<file path="src/rtl/conware_row_engine_pkg.sv">
// Shared types and Game-of-Life rule constants
// for the streaming row engine.
package conware_row_engine_pkg;

  typedef enum logic {
    ST_RUN   = 1'b0,
    ST_FLUSH = 1'b1
  } state_e;

  localparam logic [3:0] LIFE_BIRTH   = 4'd3;
  localparam logic [3:0] LIFE_SURVIVE = 4'd2;

endpackage

</file>
<file path="src/rtl/conware_row_engine_life_cell.sv">
// One Game-of-Life cell: 3x3 neighbourhood in,
// next state out. Index 1 of mid_i is the cell itself.
module life_cell
  import conware_row_engine_pkg::*;
(
  input  logic [2:0] top_i,
  input  logic [2:0] mid_i,
  input  logic [2:0] bot_i,
  output logic       next_o
);

  logic [3:0] n;

  always_comb begin
    n = 4'd0;
    for (int i = 0; i < 3; i++) begin
      n = n + {3'b0, top_i[i]} + {3'b0, bot_i[i]};
    end
    n = n + {3'b0, mid_i[0]} + {3'b0, mid_i[2]};
    next_o = (n == LIFE_BIRTH) |
             (mid_i[1] & (n == LIFE_SURVIVE));
  end

endmodule

</file>
<file path="src/rtl/conware_row_engine.sv">
// Streams grid rows in, keeps a three-row window and
// emits the next generation one row at a time.
module conware_row_engine
  import conware_row_engine_pkg::*;
#(
  parameter int WIDTH  = 8,
  parameter int HEIGHT = 8,
  parameter int CNT_W  = 32
) (
  input  logic             clk,
  input  logic             rstn,
  input  logic [WIDTH-1:0] in_data,
  input  logic             in_valid,
  output logic             in_ready,
  output logic [WIDTH-1:0] out_data,
  output logic             out_valid,
  input  logic             out_ready,
  output logic             out_last,
  output logic [CNT_W-1:0] gen_count,
  output logic             busy
);

  localparam int RW = $clog2(HEIGHT + 1);
  localparam logic [RW-1:0] LAST_ROW = RW'(HEIGHT - 1);

  state_e           state_q, state_d;
  logic [RW-1:0]    row_cnt_q, row_cnt_d;
  logic [WIDTH-1:0] above_q, above_d;
  logic [WIDTH-1:0] mid_q, mid_d;
  logic [WIDTH-1:0] out_data_q, out_data_d;
  logic             out_valid_q, out_valid_d;
  logic             out_last_q, out_last_d;
  logic [CNT_W-1:0] gen_q, gen_d;
  logic             busy_q, busy_d;

  logic             slot_free;
  logic             accept;
  logic [WIDTH-1:0] below;
  logic [WIDTH-1:0] nxt_row;
  logic [WIDTH+1:0] a_pad, m_pad, b_pad;

  // The row below is all-dead while flushing the last row.
  assign below = (state_q == ST_FLUSH) ? '0 : in_data;
  assign a_pad = {1'b0, above_q, 1'b0};
  assign m_pad = {1'b0, mid_q, 1'b0};
  assign b_pad = {1'b0, below, 1'b0};

  for (genvar c = 0; c < WIDTH; c++) begin : g_cell
    life_cell u_cell (
      .top_i  (a_pad[c+2:c]),
      .mid_i  (m_pad[c+2:c]),
      .bot_i  (b_pad[c+2:c]),
      .next_o (nxt_row[c])
    );
  end

  assign slot_free = !out_valid_q || out_ready;
  assign in_ready  = rstn && (state_q == ST_RUN) && slot_free;
  assign accept    = in_valid && in_ready;

  always_comb begin
    state_d     = state_q;
    row_cnt_d   = row_cnt_q;
    above_d     = above_q;
    mid_d       = mid_q;
    out_data_d  = out_data_q;
    out_valid_d = out_valid_q;
    out_last_d  = out_last_q;
    gen_d       = gen_q;
    busy_d      = busy_q;

    if (out_valid_q && out_ready) begin
      out_valid_d = 1'b0;
      if (out_last_q) busy_d = 1'b0;
    end

    unique case (state_q)
      ST_RUN: begin
        if (accept) begin
          if (row_cnt_q == '0) begin
            above_d = '0;
            mid_d   = in_data;
            busy_d  = 1'b1;
          end else begin
            out_data_d  = nxt_row;
            out_valid_d = 1'b1;
            out_last_d  = 1'b0;
            above_d     = mid_q;
            mid_d       = in_data;
          end
          if (row_cnt_q == LAST_ROW) begin
            state_d   = ST_FLUSH;
            row_cnt_d = '0;
          end else begin
            row_cnt_d = row_cnt_q + 1'b1;
          end
        end
      end
      ST_FLUSH: begin
        if (slot_free) begin
          out_data_d  = nxt_row;
          out_valid_d = 1'b1;
          out_last_d  = 1'b1;
          gen_d       = gen_q + 1'b1;
          state_d     = ST_RUN;
        end
      end
      default: state_d = ST_RUN;
    endcase
  end

  always_ff @(posedge clk) begin
    if (!rstn) begin
      state_q     <= ST_RUN;
      row_cnt_q   <= '0;
      above_q     <= '0;
      mid_q       <= '0;
      out_data_q  <= '0;
      out_valid_q <= 1'b0;
      out_last_q  <= 1'b0;
      gen_q       <= '0;
      busy_q      <= 1'b0;
    end else begin
      state_q     <= state_d;
      row_cnt_q   <= row_cnt_d;
      above_q     <= above_d;
      mid_q       <= mid_d;
      out_data_q  <= out_data_d;
      out_valid_q <= out_valid_d;
      out_last_q  <= out_last_d;
      gen_q       <= gen_d;
      busy_q      <= busy_d;
    end
  end

  assign out_data  = out_data_q;
  assign out_valid = out_valid_q;
  assign out_last  = out_last_q;
  assign gen_count = gen_q;
  assign busy      = busy_q;

endmodule

</file>
<file path="config.mk">
export PLATFORM = sky130hd
export DESIGN_NAME = conware_row_engine
export DESIGN_NICKNAME = d
export VERILOG_FILES = /design/src/rtl/conware_row_engine_pkg.sv /design/src/rtl/conware_row_engine_life_cell.sv /design/src/rtl/conware_row_engine.sv
export SDC_FILE = /design/constraint.sdc
export NUM_CORES = 1
export LEC_CHECK = 0
export ABC_AREA = 1
export CAP_MARGIN = 20
export CORE_UTILIZATION = 25
export DETAILED_ROUTE_END_ITERATION = 8
export PLACE_DENSITY_LB_ADDON = 0.15
export SETUP_SLACK_MARGIN = 0.15
export SYNTH_ARGS = -nofsm -noshare
export SYNTH_HDL_FRONTEND = slang
export SYNTH_SLANG_ARGS = --single-unit
</file>
<file path="constraint.sdc">
create_clock -name clk -period 5.11 [get_ports clk]
set_clock_uncertainty 0.2 [all_clocks]
set_input_delay 1.022 -clock clk [delete_from_list [all_inputs] [get_ports clk]]
set_output_delay 1.022 -clock clk [all_outputs]
set_load 0.01 [all_outputs]
</file>
==> Word-level counts from Yosys, hierarchy flattened <==
Index checks and enable logic that the tools add are counted.
{ "word_totals": {"ff_bits": 64, "output_inout_bits": 44} }
{ "classes": {"n_addsub": 49, "eq_ne": 20, "mux": 25, "bitwise": 17, "reduce_logical": 10} }
{ "op_table": {"columns": ["op", "count"], "rows": [
  ["$add A4 B1 Y4", 40],
  ["$eq A4 B2 Y1 const B", 16],
  ["$mux W8", 5],
  ["$add A32 B1 Y32 const B", 1],
  ["$pmux W8 S2", 1],
  ["$mux W1", 15],
  ["$add A1 B1 Y2", 7],
  ["$and A1 B1 Y1", 8],
  ["$or A1 B1 Y1", 8],
  ["$pmux W1 S2", 3],
  ["$add A4 B1 Y4 const B", 1],
  ["$eq A4 B3 Y1 const B", 1],
  ["$logic_and A1 B1 Y1", 4],
  ["$logic_not A4 Y1", 1],
  ["$mux W4", 1],
  ["$ne A2 B2 Y1 const B", 2],
  ["$reduce_and A2 Y1", 2],
  ["$reduce_and A3 Y1", 1],
  ["$ne A2 B1 Y1 const B", 1],
  ["$logic_not A1 Y1", 1],
  ["$logic_or A1 B1 Y1", 1],
  ["$not A1 Y1", 1]
]} }

==> Logic depth before layout (Yosys ltp) <==
Gate-level depths: netlist of the first run.
{ "depth": {"depth_word": 14, "mapped_depth": 16, "ltp_nobuf": 16} }

==> Cells and area by module <==
A second synthesis of the first run with hierarchy kept.
{ "hier_totals": {"hier_cells": 670, "area_unflattened_um2": 4628.2} }
{ "by_module_without_submodules": {"columns": ["module", "instances", "cells_per_inst", "area_per_inst_um2"], "rows": [
  ["conware_row_engine", 1, 446, 3026.7],
  ["life_cell", 8, 28, 200.2]
]} }

==> Least setup slack after synthesis of the first run <==
OpenSTA, ideal clock, no wires.
{ "synth_path": {"kind": "in2reg", "startpoint": "input in_data[4]", "endpoint": "register out_data_q[5], in the netlist out_data[5]", "setup_time_ns": 0.064, "t_arrival_ns": 3.760, "required_time_ns": 4.846, "path_slack_ns": 1.086, "stages": 15, "n_path_buf": 0, "path_cell_list": "nand2_1 > inv_1 > ha_1 > inv_1 > fa_1 > fa_1 > inv_1 > fa_1 > inv_1 > fa_1 > a21oi_1 > o21ai_0 > o21ai_0 > nand2_1 > nor2_1"} }
{ "synth_between": {"elab_chain_cells": 14, "word_cells_on_any_way": 16, "classes_between": "add/sub: 7; eq/ne: 2; mux: 5; bitwise: 2"} }
{ "synth_rtl": {"columns": ["element", "line", "rtl"], "rows": [
  ["start: declaration", "conware_row_engine.sv:12", "input logic [WIDTH-1:0] in_data,"],
  ["$mux W8 (*)", "conware_row_engine.sv:43", "assign below = (state_q == ST_FLUSH) ? '0 : in_data;"],
  ["$add A1 B1 Y2 (*)", "conware_row_engine_life_cell.sv:17", "n = n + {3'b0, top_i[i]} + {3'b0, bot_i[i]};"],
  ["$add A4 B1 Y4 (*) (4 in series)", "conware_row_engine_life_cell.sv:17", null],
  ["$add A4 B1 Y4 (*) (2 in series)", "conware_row_engine_life_cell.sv:19", "n = n + {3'b0, mid_i[0]} + {3'b0, mid_i[2]};"],
  ["$eq A4 B2 Y1", "conware_row_engine_life_cell.sv:21", "(mid_i[1] & (n == LIFE_SURVIVE));"],
  ["$and A1 B1 Y1", "conware_row_engine_life_cell.sv:21", null],
  ["$or A1 B1 Y1 (*)", "conware_row_engine_life_cell.sv:20", "next_o = (n == LIFE_BIRTH) |"],
  ["$mux W8", "conware_row_engine.sv:80", "if (row_cnt_q == '0) begin"],
  ["$mux W8", "conware_row_engine.sv:79", "if (accept) begin"],
  ["$pmux W8 S2 (*)", "conware_row_engine.sv:77", "unique case (state_q)"],
  ["end signal: assignment", "conware_row_engine.sv:128", "out_data_q <= out_data_d;"],
  ["end: declaration", "conware_row_engine.sv:30", "logic [WIDTH-1:0] out_data_q, out_data_d;"]
]} }
Mark *: on every way between the ends. The rest lies on a longest branch, timed or not. The select of a mux whose other input is x is not followed.
A chain may end at the register's enable or synchronous reset.

==> Worst setup path after layout of the first run <==
Ends and elaborated chain as after synthesis.

==> results of run 1 <==
-- flip-flops by register name, indices dropped and copies added, names as in the netlist --
register and flops:
gen_count 32, above_q 8, mid_q 8, out_data 8, row_cnt_q 4, busy 1
out_last 1, out_valid 1, state_q 1
-- path summary, 6_finish.rpt --
check | startpoint | end | slack (ns) | depth (start not counted)
worst max-delay path | in_data[4] | out_data[5] | 0.82 | 16
worst min-delay path | above_q[0] | above_q[0] | 0.28 | 2
worst min register to register | above_q[0] | above_q[0] | 0.28 | 2
worst max register to register | state_q | out_data[5] | 1.30 | 16
-- worst register-to-register path, stage by stage, from the launching register on --
cell and delay [ns]:
dfxtp_1 0.43, inv_2 0.17, nand2_1 0.20, inv_1 0.07
ha_1 0.27, inv_1 0.04, fa_1 0.47, fa_1 0.51
inv_1 0.05, fa_1 0.37, inv_1 0.09, fa_1 0.40
a21oi_1 0.12, o21ai_0 0.08, o21ai_0 0.15, nand2_1 0.06
nor2_1 0.08
-- power breakdown --
group	switching [mW]	internal, mW	leakage (nW)	total, mW
Combinational	0.0972	0.0723	1.45	0.169
Sequential	0.0104	0.510	0.518	0.520
Clock	0.233	0.438	0.158	0.671
Total	0.341	1.02	2.13	1.36
-- metrics by stage --
stage | power (mW) | instance area [um^2] | hold WS [ns]
after floorplan | 0.647 | 4130 | 0.249
after global placement | 0.698 | 4920 | 0.264
after detailed placement | 0.703 | 4920 | 0.273
after CTS | 1.38 | 5250 | 0.282
after global routing | 1.44 | 5250 | 0.299
final | 1.36 | 5250 | 0.279
-- kinds of logic after synthesis --
kind of cell             share of synthesized area (%)
adder cells (fa/ha/maj)                           20.4
AO/OA/AOI/OAI                                     10.5
buffers and inverters                             11.3
AND/OR/NAND/NOR                                   25.9
flip-flops                                        31.0
XOR/XNOR                                         0.849
-- synth_stat cells --
cell type    n
ha_1        24
o21ai_0     27
buf_1        1
inv_1      112
buf_2        2
xnor2_1      1
a21oi_4      1
nor2_1      82
nor2_4       1
fa_1        27
a211oi_1     2
nor2_2       1
nor3_1       9
clkbuf_1     5
inv_2        1
a31oi_1      7
buf_4        1
nor3b_1      1
o31ai_1      1
nand3_1     22
nand2_1    137
o21a_1       3
dfxtp_1     64
nor3_2       1
o21bai_1     1
xor2_1       3
clkinv_1     1
a21oi_1     36
a22oi_1      1
nand4_1      9
-- placed cells by master (no fill, tap or decap) --
| cell type | synthesis | final |
|---|---|---|
| nand3_1 | 22 | 22 |
| fa_1 | 27 | 27 |
| nor3_1 | 9 | 9 |
| a31oi_1 | 7 | 7 |
| xnor2_1 | 1 | 1 |
| nand2_1 | 137 | 137 |
| clkbuf_16 | 0 | 9 |
| nor2_4 | 1 | 1 |
| nor3b_1 | 1 | 1 |
| bufinv_16 | 0 | 2 |
| nor3_2 | 1 | 1 |
| a211oi_1 | 2 | 2 |
| a21oi_1 | 36 | 36 |
| clkinv_1 | 1 | 1 |
| o21ai_0 | 27 | 27 |
| clkdlybuf4s50_1 | 0 | 55 |
| clkinvlp_4 | 0 | 1 |
| ha_1 | 24 | 24 |
| buf_4 | 1 | 2 |
| dfxtp_1 | 64 | 64 |
| clkbuf_8 | 0 | 1 |
| inv_2 | 1 | 1 |
| inv_1 | 112 | 112 |
| a21oi_4 | 1 | 1 |
| o21bai_1 | 1 | 1 |
| clkinv_2 | 0 | 3 |
| xor2_1 | 3 | 3 |
| nor2_1 | 82 | 82 |
| o31ai_1 | 1 | 1 |
| o21a_1 | 3 | 3 |
| nor2_2 | 1 | 1 |
| a22oi_1 | 1 | 1 |
| nand4_1 | 9 | 9 |
-- final cells by class --
class	count	area [um^2]	share of cell area, %
sequential	64	1280	24.4
inverter	114	428	8.16
timing repair buffer	57	566	10.8
multi-input combinational	397	2380	45.4
clock inverter	6	82.6	1.57
tap	216	270	5.15
clock buffer	10	239	4.56
-- routing by layer --
metal	global-route usage (%)	share of wire, %	up-vias
met5	0	0	-
met4	5.61	1.6	0
met3	2.61	2.6	12
met2	20.6	45	59
met1	17.9	51	1707
li1	-	-	1935
==> reports/qor.csv, run 1 <==
stage,metric,value,unit
place,dpl.hpwl,8050,um
die,core,16000,um^2
synth,syn_avg_cell_area,7.07,um^2
die,die_x,131,um
sta,max-slew-margin-rel,40.4,%
setup_path,cp-start-kind,input pin,
die,die_h,131,um
cells_and_area,post-route-util,32.8,%
die,rows,46,
power_and_ir_drop,pwr_density_cell,259,nW/um^2
cts,cts_tree,done,
route,drt_iter0_drc,132,
setup_path,cp_num_buf_inv,5,
die,start_util,25.8,%
sta,worst_pin_slew,0.892,ns
route,wl_per_cell,12.3,um
status,outcome,finished clean,
cts,cts-buffers-inserted,9,
sta,finalMaxSlewViolations,0,
die,io_pins,56,
cells_and_area,drive_gt1_share,3.55,%
cells_and_area,final.fill_count,1746,
route,drt_first_pass_iters,6,
sta,min_period,4.29,ns
global_routing,grt-ovfl-total,0,
cells_and_area,area_growth_syn_to_layout,27.1,%
place,io_buffer_count,55,
setup_path,cp.required,5.19,ns
route,final_antenna_net_count,0,
setup_path,crit_type,input pin to flop,
cts,clk_latency,0.33,ns
cts,clockBufferDepth,2,
sta,rsz0062_at_grt,no,
worst_hold_path,hp-class,flop to flop,
synth,ys_ff_latch,64,
setup_path,cp_max_fo,3,
synth,synth_top_area_share,31.0,%
synth,yosys_warnings,0,
synth,syn-cell-area,4130,um^2
synth,synth_top_area_cell,dfxtp_1,
synth,ys_types,30,
setup_path,worstPathArrival,4.37,ns
synth,synth-seq-area-share,31.0,%
place,gp_routability_congestion,0.800,
global_routing,grt_usage,13.3,%
setup_path,cp_cell_sequence,"clkdlybuf4s50_1, nand2_1, inv_1, ha_1, inv_1, fa_1, fa_1, inv_1, fa_1, inv_1, fa_1, a21oi_1, o21ai_0, o21ai_0, nand2_1, nor2_1",
setup_path,cp_slowest_cell,fa_1,
place,placed_cells,848,
sta,fin_crit_sh,84.0,%
cts,h-tree-depth,3,
cts,cts_setup_buffers,0,
synth,synth_area_leaders,"dfxtp_1 31%, fa_1 13%, nand2_1 12%",
synth,synthCells,584,
route,vias_per_cell,4.30,
sta,finalHoldViolCount,0,
route,wirelength,10600,um
global_routing,grt_first_pass_wirelength,17100,um
setup_path,critPathCaptureType,flop,
cts,root_buffer,clkbuf_16,
sta,max_freq,233,MHz
power_and_ir_drop,leakagePower,2.13,nW
place,pre_cts_slack,0.457,ns
cts,cts_resized,0,
setup_path,slowest_delay,0.51,ns
sta,setup_viol,0,
synth,synth_nets,647,
run,cap_violations,0,
route,drc_errors,0,
die,die_area,17000,um^2
cells_and_area,finalNonFillerCells,864,
global_routing,grt_pass1_vias,3394,
power_and_ir_drop,ir_worst_vdd,0.166,mV
cts,cts_hold_buffers,0,
global_routing,antenna_found_initial,0,
sta,worst_slack,0.816,ns
cells_and_area,fin_nets,706,
cts,cts_sinks,64,
cts,clkTransAtPathRegs,0.06,ns
sta,tns,0,ns
route,via_count,3713,
global_routing,grt_max_degree,33,
setup_path,path_delay_family,adder cells,
cells_and_area,n_antenna_cell,0,
No activity file was read; power rests on OpenSTA's default activity.
==> run 2: changes to the inputs <==
Clock period 5.11 ns to 4.26 ns, I/O delays scaled along.
==> run 2 against run 1 <==
Effect of this change: wire length up 3.4%; combinational power up 34%; first-iteration DRC count up 28%; die area unchanged; via count down 0.65%; global-route usage up 0.60 points; critical endpoint is now out_data[3]; largest cell class unchanged; highest routed layer unchanged.
==> reports/qor.csv, run 2 (synthesized netlist as in run 1, its figures left out) <==
stage,metric,value,unit,change
route,wirelength,11000,um,+3.4%
global_routing,grt_pass1_vias,3502,,+3.2%
cells_and_area,drive_gt1_share,7.40,%,+3.9 points
cts,cts_tree,done,,
place,io_buffer_count,55,,unchanged
cts,clockBufferDepth,2,,unchanged
cells_and_area,n_antenna_cell,0,,unchanged
setup_path,cp_max_fo,2,,-1
global_routing,antenna_found_initial,0,,unchanged
sta,max-slew-margin-rel,61.0,%,+21 points
power_and_ir_drop,totalPowerFinal,1.59,mW,+17%
cells_and_area,area_growth_syn_to_layout,29.8,%,
route,vias_per_cell,4.20,,-2.2%
setup_path,crit_type,input pin to flop,,
die,die_area,17000,um^2,unchanged
setup_path,cp-start-kind,input pin,,
die,start_util,25.8,%,unchanged
global_routing,grt_max_degree,33,,unchanged
sta,min_period,4.01,ns,
power_and_ir_drop,pwr_density_cell,297,nW/um^2,+14%
sta,finalMaxSlewViolations,0,,unchanged
power_and_ir_drop,ir_worst_vdd,0.196,mV,+18%
cells_and_area,final_cell_mix,"137 x nand2_1, 107 x inv_1, 82 x nor2_1",,
power_and_ir_drop,leakagePower,2.19,nW,+3.0%
cells_and_area,fin_nets,722,,+2.3%
sta,worst_pin_slew,0.584,ns,-0.307 ns
place,dpl_cell_area,4980,um^2,+1.1%
cts,cts_sinks,64,,unchanged
route,wl_per_cell,12.5,um,+1.8%
global_routing,grt-ovfl-total,0,,unchanged
route,drt_iter0_drc,169,,+28%
sta,max_freq,249,MHz,
setup_path,worstPathArrival,4.09,ns,-0.28 ns
cts,h-tree-depth,3,,unchanged
die,die_x,131,um,unchanged
setup_path,cp.required,4.33,ns,-0.86 ns
sta,setup_viol,0,,unchanged
route,drt_first_pass_iters,4,,-2
cts,clkTransAtPathRegs,0.05,ns,about the same
die,rows,46,,unchanged
route,drc_errors,0,,unchanged
die,io_pins,56,,unchanged
die,die_h,131,um,unchanged
cts,clk_latency,0.33,ns,about the same
sta,finalHoldViolCount,0,,unchanged
cells_and_area,final_common_cell,nand2_1,,
route,final_antenna_net_count,0,,unchanged
worst_hold_path,hp-class,flop to flop,,
cts,cts-buffers-inserted,9,,unchanged
cells_and_area,largest_register_ffs,32,,unchanged
place,dpl.hpwl,8260,um,+2.5%
sta,fin_crit_sh,94.2,%,
status,outcome,finished clean,,
cells_and_area,final_area,5360,um^2,+2.2%
cts,root_buffer,clkbuf_16,,
route,via_count,3689,,-0.65%
global_routing,grt_usage,13.9,%,+0.60 points
global_routing,grt_first_pass_wirelength,17800,um,+4.1%
run,cap_violations,0,,unchanged
place,gp_routability_congestion,0.803,,+0.45%
die,core,16000,um^2,unchanged
cts,cts_hold_buffers,0,,unchanged
sta,rsz0062_at_grt,yes,,
setup_path,critPathCaptureType,flop,,
[run 2: cell count changes in the layout (fill, tap and decap cells not counted), sizes merged]
cell,before,now
dlygate4sd2,0,1
clkdlybuf4s50,55,53
clkbuf,10,11
buf,2,18
bufinv,2,1
clkinv,4,2
dlymetal6s2s,0,1
[run 2: worst max-delay path, cell delays in order]
cell	delay, ns
clkdlybuf4s50_1	0.42
nand2_1	0.09
inv_1	0.06
ha_1	0.27
inv_1	0.05
fa_1	0.49
fa_1	0.51
inv_1	0.05
fa_2	0.34
inv_2	0.07
fa_1	0.42
a21oi_2	0.12
o21ai_1	0.07
o21ai_1	0.13
nand2_1	0.07
nor2_1	0.08
[run 2: report_power, final]
group / leakage, nW / internal, mW / total [mW] / switching [mW]
registers: 0.518 / 0.612 / 0.624 / 0.0126
logic: 1.53 / 0.101 / 0.227 / 0.126
clock network: 0.143 / 0.477 / 0.739 / 0.263
total: 2.19 / 1.19 / 1.59 / 0.401
[run 2: area by class of cell]
| cell class | instances | area, um^2 |
|---|---|---|
| clock buffer | 11 | 253 |
| clock inverter | 3 | 42.5 |
| fill | 1738 | 10600 |
| inverter | 114 | 428 |
| multi-input combinational | 397 | 2400 |
| sequential | 64 | 1280 |
| tap | 216 | 270 |
| timing repair buffer | 73 | 687 |
[run 2: stage by stage]
stage | setup TNS, ns | instances | hold slack (ns) | util (%) | setup WS [ns]
after floorplan | 0 | 584 | 0.249 | - | 0.406
after global placement | -0.359 | 855 | 0.265 | 31.1 | -0.144
after detailed placement | -0.744 | 855 | 0.270 | 31.1 | -0.265
after CTS | 0 | 876 | 0.277 | 33.3 | 0.190
after global routing | 0 | 878 | 0.289 | 33.5 | 0.0392
final | 0 | 878 | 0.272 | 33.5 | 0.248
[run 2: metal layers]
layer,vias to the layer above,global-route usage (%),part of all wire [%]
met3,4,3.50,2.9
met2,47,22.3,47
li1,1966,-,-
met4,0,3.79,0.72
met1,1672,18.4,49
met5,-,0,0
[run 2: worst paths after layout]
check	start	end	slack [ns]	cells after the start
setup / recovery	in_data[2]	out_data[3]	0.25	16
hold / removal	above_q[0]	above_q[0]	0.27	2
setup reg to reg	state_q	out_data[4]	0.44	19
hold reg to reg	above_q[0]	above_q[0]	0.27	2
[run 2: what timing repair did]
action,CTS,global route
buffers inserted,7,2
gates resized for setup,5,15
pin swaps,5,18
endpoints found under the setup margin,1,5
==> run 3: changes to the inputs <==
Settings changed: GPL_TIMING_DRIVEN set to 0.
==> run 3 against run 2 <==
Effect of this change: final cell count down 0.68%; global-route usage up 0.25 points; wire length up 0.22%; power up 4.4%; utilization down 0.26 points; combinational power down 7%; sequential share of layout area up 0.19 points; critical path depth down 1; first-iteration DRC count down 21%; flip-flop and latch count unchanged; register-to-register slack worse by 0.02 ns; largest cell class unchanged.
==> reports/qor.csv, run 3 (synthesized netlist as in run 1, its figures left out) <==
stage,metric,value,unit,change
setup_path,cp_num_buf_inv,5,,unchanged
cells_and_area,drive_gt1_share,4.73,%,-2.7 points
global_routing,grt_usage,14.1,%,+0.25 points
cells_and_area,seq_area,1280,um^2,unchanged
die,die_h,131,um,unchanged
cells_and_area,largest_register_ffs,32,,unchanged
setup_path,worstPathArrival,3.96,ns,-0.13 ns
place,io_buffer_count,55,,unchanged
sta,min_period,3.90,ns,-0.114 ns
route,drc_errors,0,,unchanged
setup_path,cp.required,4.32,ns,about the same
sta,finalHoldViolCount,0,,unchanged
setup_path,cp_max_fo,3,,+1
worst_hold_path,hp-class,flop to flop,,
cts,cts_hold_buffers,0,,unchanged
cells_and_area,final_common_cell,nand2_1,,
die,rows,46,,unchanged
route,wirelength,11000,um,+0.22%
route,vias_per_cell,4.24,,+0.85%
setup_path,cp_cell_sequence,"dlygate4sd2_1, nand2_2, inv_1, ha_1, inv_1, fa_1, fa_1, inv_1, fa_1, inv_1, fa_1, a21oi_2, o21ai_0, o21a_1, nor2_1",,
place,gp_routability_congestion,0.797,,-0.83%
sta,rsz0062_at_grt,no,,
cts,root_buffer,clkbuf_16,,
sta,max_freq,257,MHz,+2.9%
die,start_util,25.8,%,unchanged
die,die_x,131,um,unchanged
setup_path,cp-start-kind,input pin,,
cts,h-tree-depth,3,,unchanged
cells_and_area,n_antenna_cell,0,,unchanged
power_and_ir_drop,ir_worst_vdd,0.193,mV,-1.3%
die,core,16000,um^2,unchanged
cells_and_area,multi_input_area,2400,um^2,unchanged
power_and_ir_drop,pwr_density_cell,312,nW/um^2,+5.2%
cts,clockBufferDepth,2,,unchanged
cells_and_area,fin_nets,714,,-1.1%
cts,cts_sinks,64,,unchanged
cts,clk_latency,0.33,ns,about the same
sta,max-slew-margin-rel,57.7,%,-3.3 points
place,pre_cts_slack,-0.326,ns,-0.0611 ns
cells_and_area,final.fill_count,1751,,+0.75%
cts,clkTransAtPathRegs,0.05,ns,about the same
place,dpl.hpwl,8680,um,+5.1%
power_and_ir_drop,leakagePower,2.18,nW,-0.36%
route,final_antenna_net_count,0,,unchanged
die,io_pins,56,,unchanged
cts,cts-buffers-inserted,9,,unchanged
setup_path,slowest_delay,0.52,ns,about the same
cts,cts_tree,done,,
global_routing,grt_pass1_vias,3610,,+3.1%
global_routing,grt_max_degree,11,,-67%
setup_path,path_delay_family,adder cells,,
sta,timing.hold.ws,0.273,ns,+0.00149 ns
global_routing,antenna_found_initial,0,,unchanged
cells_and_area,final_cell_mix,"132 x nand2_1, 111 x inv_1, 82 x nor2_1",,
setup_path,critPathCaptureType,flop,,
cells_and_area,area_growth_syn_to_layout,28.8,%,
sta,worst_pin_slew,0.635,ns,+0.0510 ns
sta,worst_slack,0.362,ns,+0.114 ns
route,via_count,3695,,+0.16%
route,wl_per_cell,12.6,um,+0.91%
die,die_area,17000,um^2,unchanged
sta,setup_viol,0,,unchanged
run,cap_violations,0,,unchanged
sta,finalMaxSlewViolations,0,,unchanged
status,outcome,finished clean,,
setup_path,cp_slowest_cell,fa_1,,
sta,fin_crit_sh,91.5,%,-2.7 points
route,drt_first_pass_iters,4,,unchanged
global_routing,grt_first_pass_wirelength,18200,um,+2.2%
route,drt_iter0_drc,133,,-21%
global_routing,grt-ovfl-total,0,,unchanged
setup_path,crit_type,input pin to flop,,
==> run 3: cell count changes in the layout (fill, tap and decap cells not counted), sizes merged <==
cell and change:
buf -13, clkbuf +8, clkdlybuf4s50 -3, dlymetal6s2s +3, bufinv +1, clkinv -1
clkinvlp -1
==> run 3: where the power goes <==
part | switching, mW | internal (mW)
Combinational | 0.122 | 0.0905
Sequential | 0.0121 | 0.612
Clock | 0.264 | 0.561
Total | 0.398 | 1.26
==> run 3: per-stage QoR <==
stage / utilization (%) / cell area [um^2] / power [mW] / instances / TNS [ns]
floorplan: - / 4130 / 0.776 / 584 / 0
detailed placement: 30.9 / 4950 / 0.850 / 855 / -1.42
finish: 33.2 / 5320 / 1.66 / 872 / 0
global route: 33.2 / 5320 / 1.75 / 872 / 0
CTS: 33.1 / 5300 / 1.69 / 872 / 0
global placement: 30.9 / 4950 / 0.840 / 855 / -1.22
==> run 3: layout make-up <==
| class | instances | share of cell area (%) |
|---|---|---|
| Inverter | 114 | 8.04 |
| Multi-Input combinational cell | 397 | 45.1 |
| Timing Repair Buffer | 56 | 10.7 |
| Clock inverter | 2 | 1.13 |
| Buffer | 9 | 0.753 |
| Sequential cell | 64 | 24.1 |
| Tap cell | 216 | 5.08 |
| Clock buffer | 14 | 5.15 |
==> run 3: final timing paths <==
check	startpoint	cells after the start	end	slack, ns
max	in_data[5]	15	out_data[6]	0.36
min	above_q[0]	2	above_q[0]	0.27
max reg2reg	state_q	16	out_data[2]	0.42
min reg2reg	above_q[0]	2	above_q[0]	0.27
==> run 3: worst min-delay path: cells and delay by family (launching register included) <==
kind	cells	cell delay (ns)
flops	1	0.31
simple gates	1	0.06
compound gates	1	0.05
==> run 3: metal layers <==
layer	GRT usage, %	part of all wire, %	up-vias	routed length, um
met5	0	0	-	0
met4	5.61	1.5	0	163
li1	-	-	1945	-
met3	2.20	3.0	8	325
met2	22.5	45	52	4970
met1	19.2	50	1690	5540
==> run 3: timing repair <==
action,CTS,global route
resized for setup,8,8
setup endpoints to repair,5,5
hold endpoints to repair,0,0
pin swaps,2,3
setup buffers,1,0
cloned,0,0
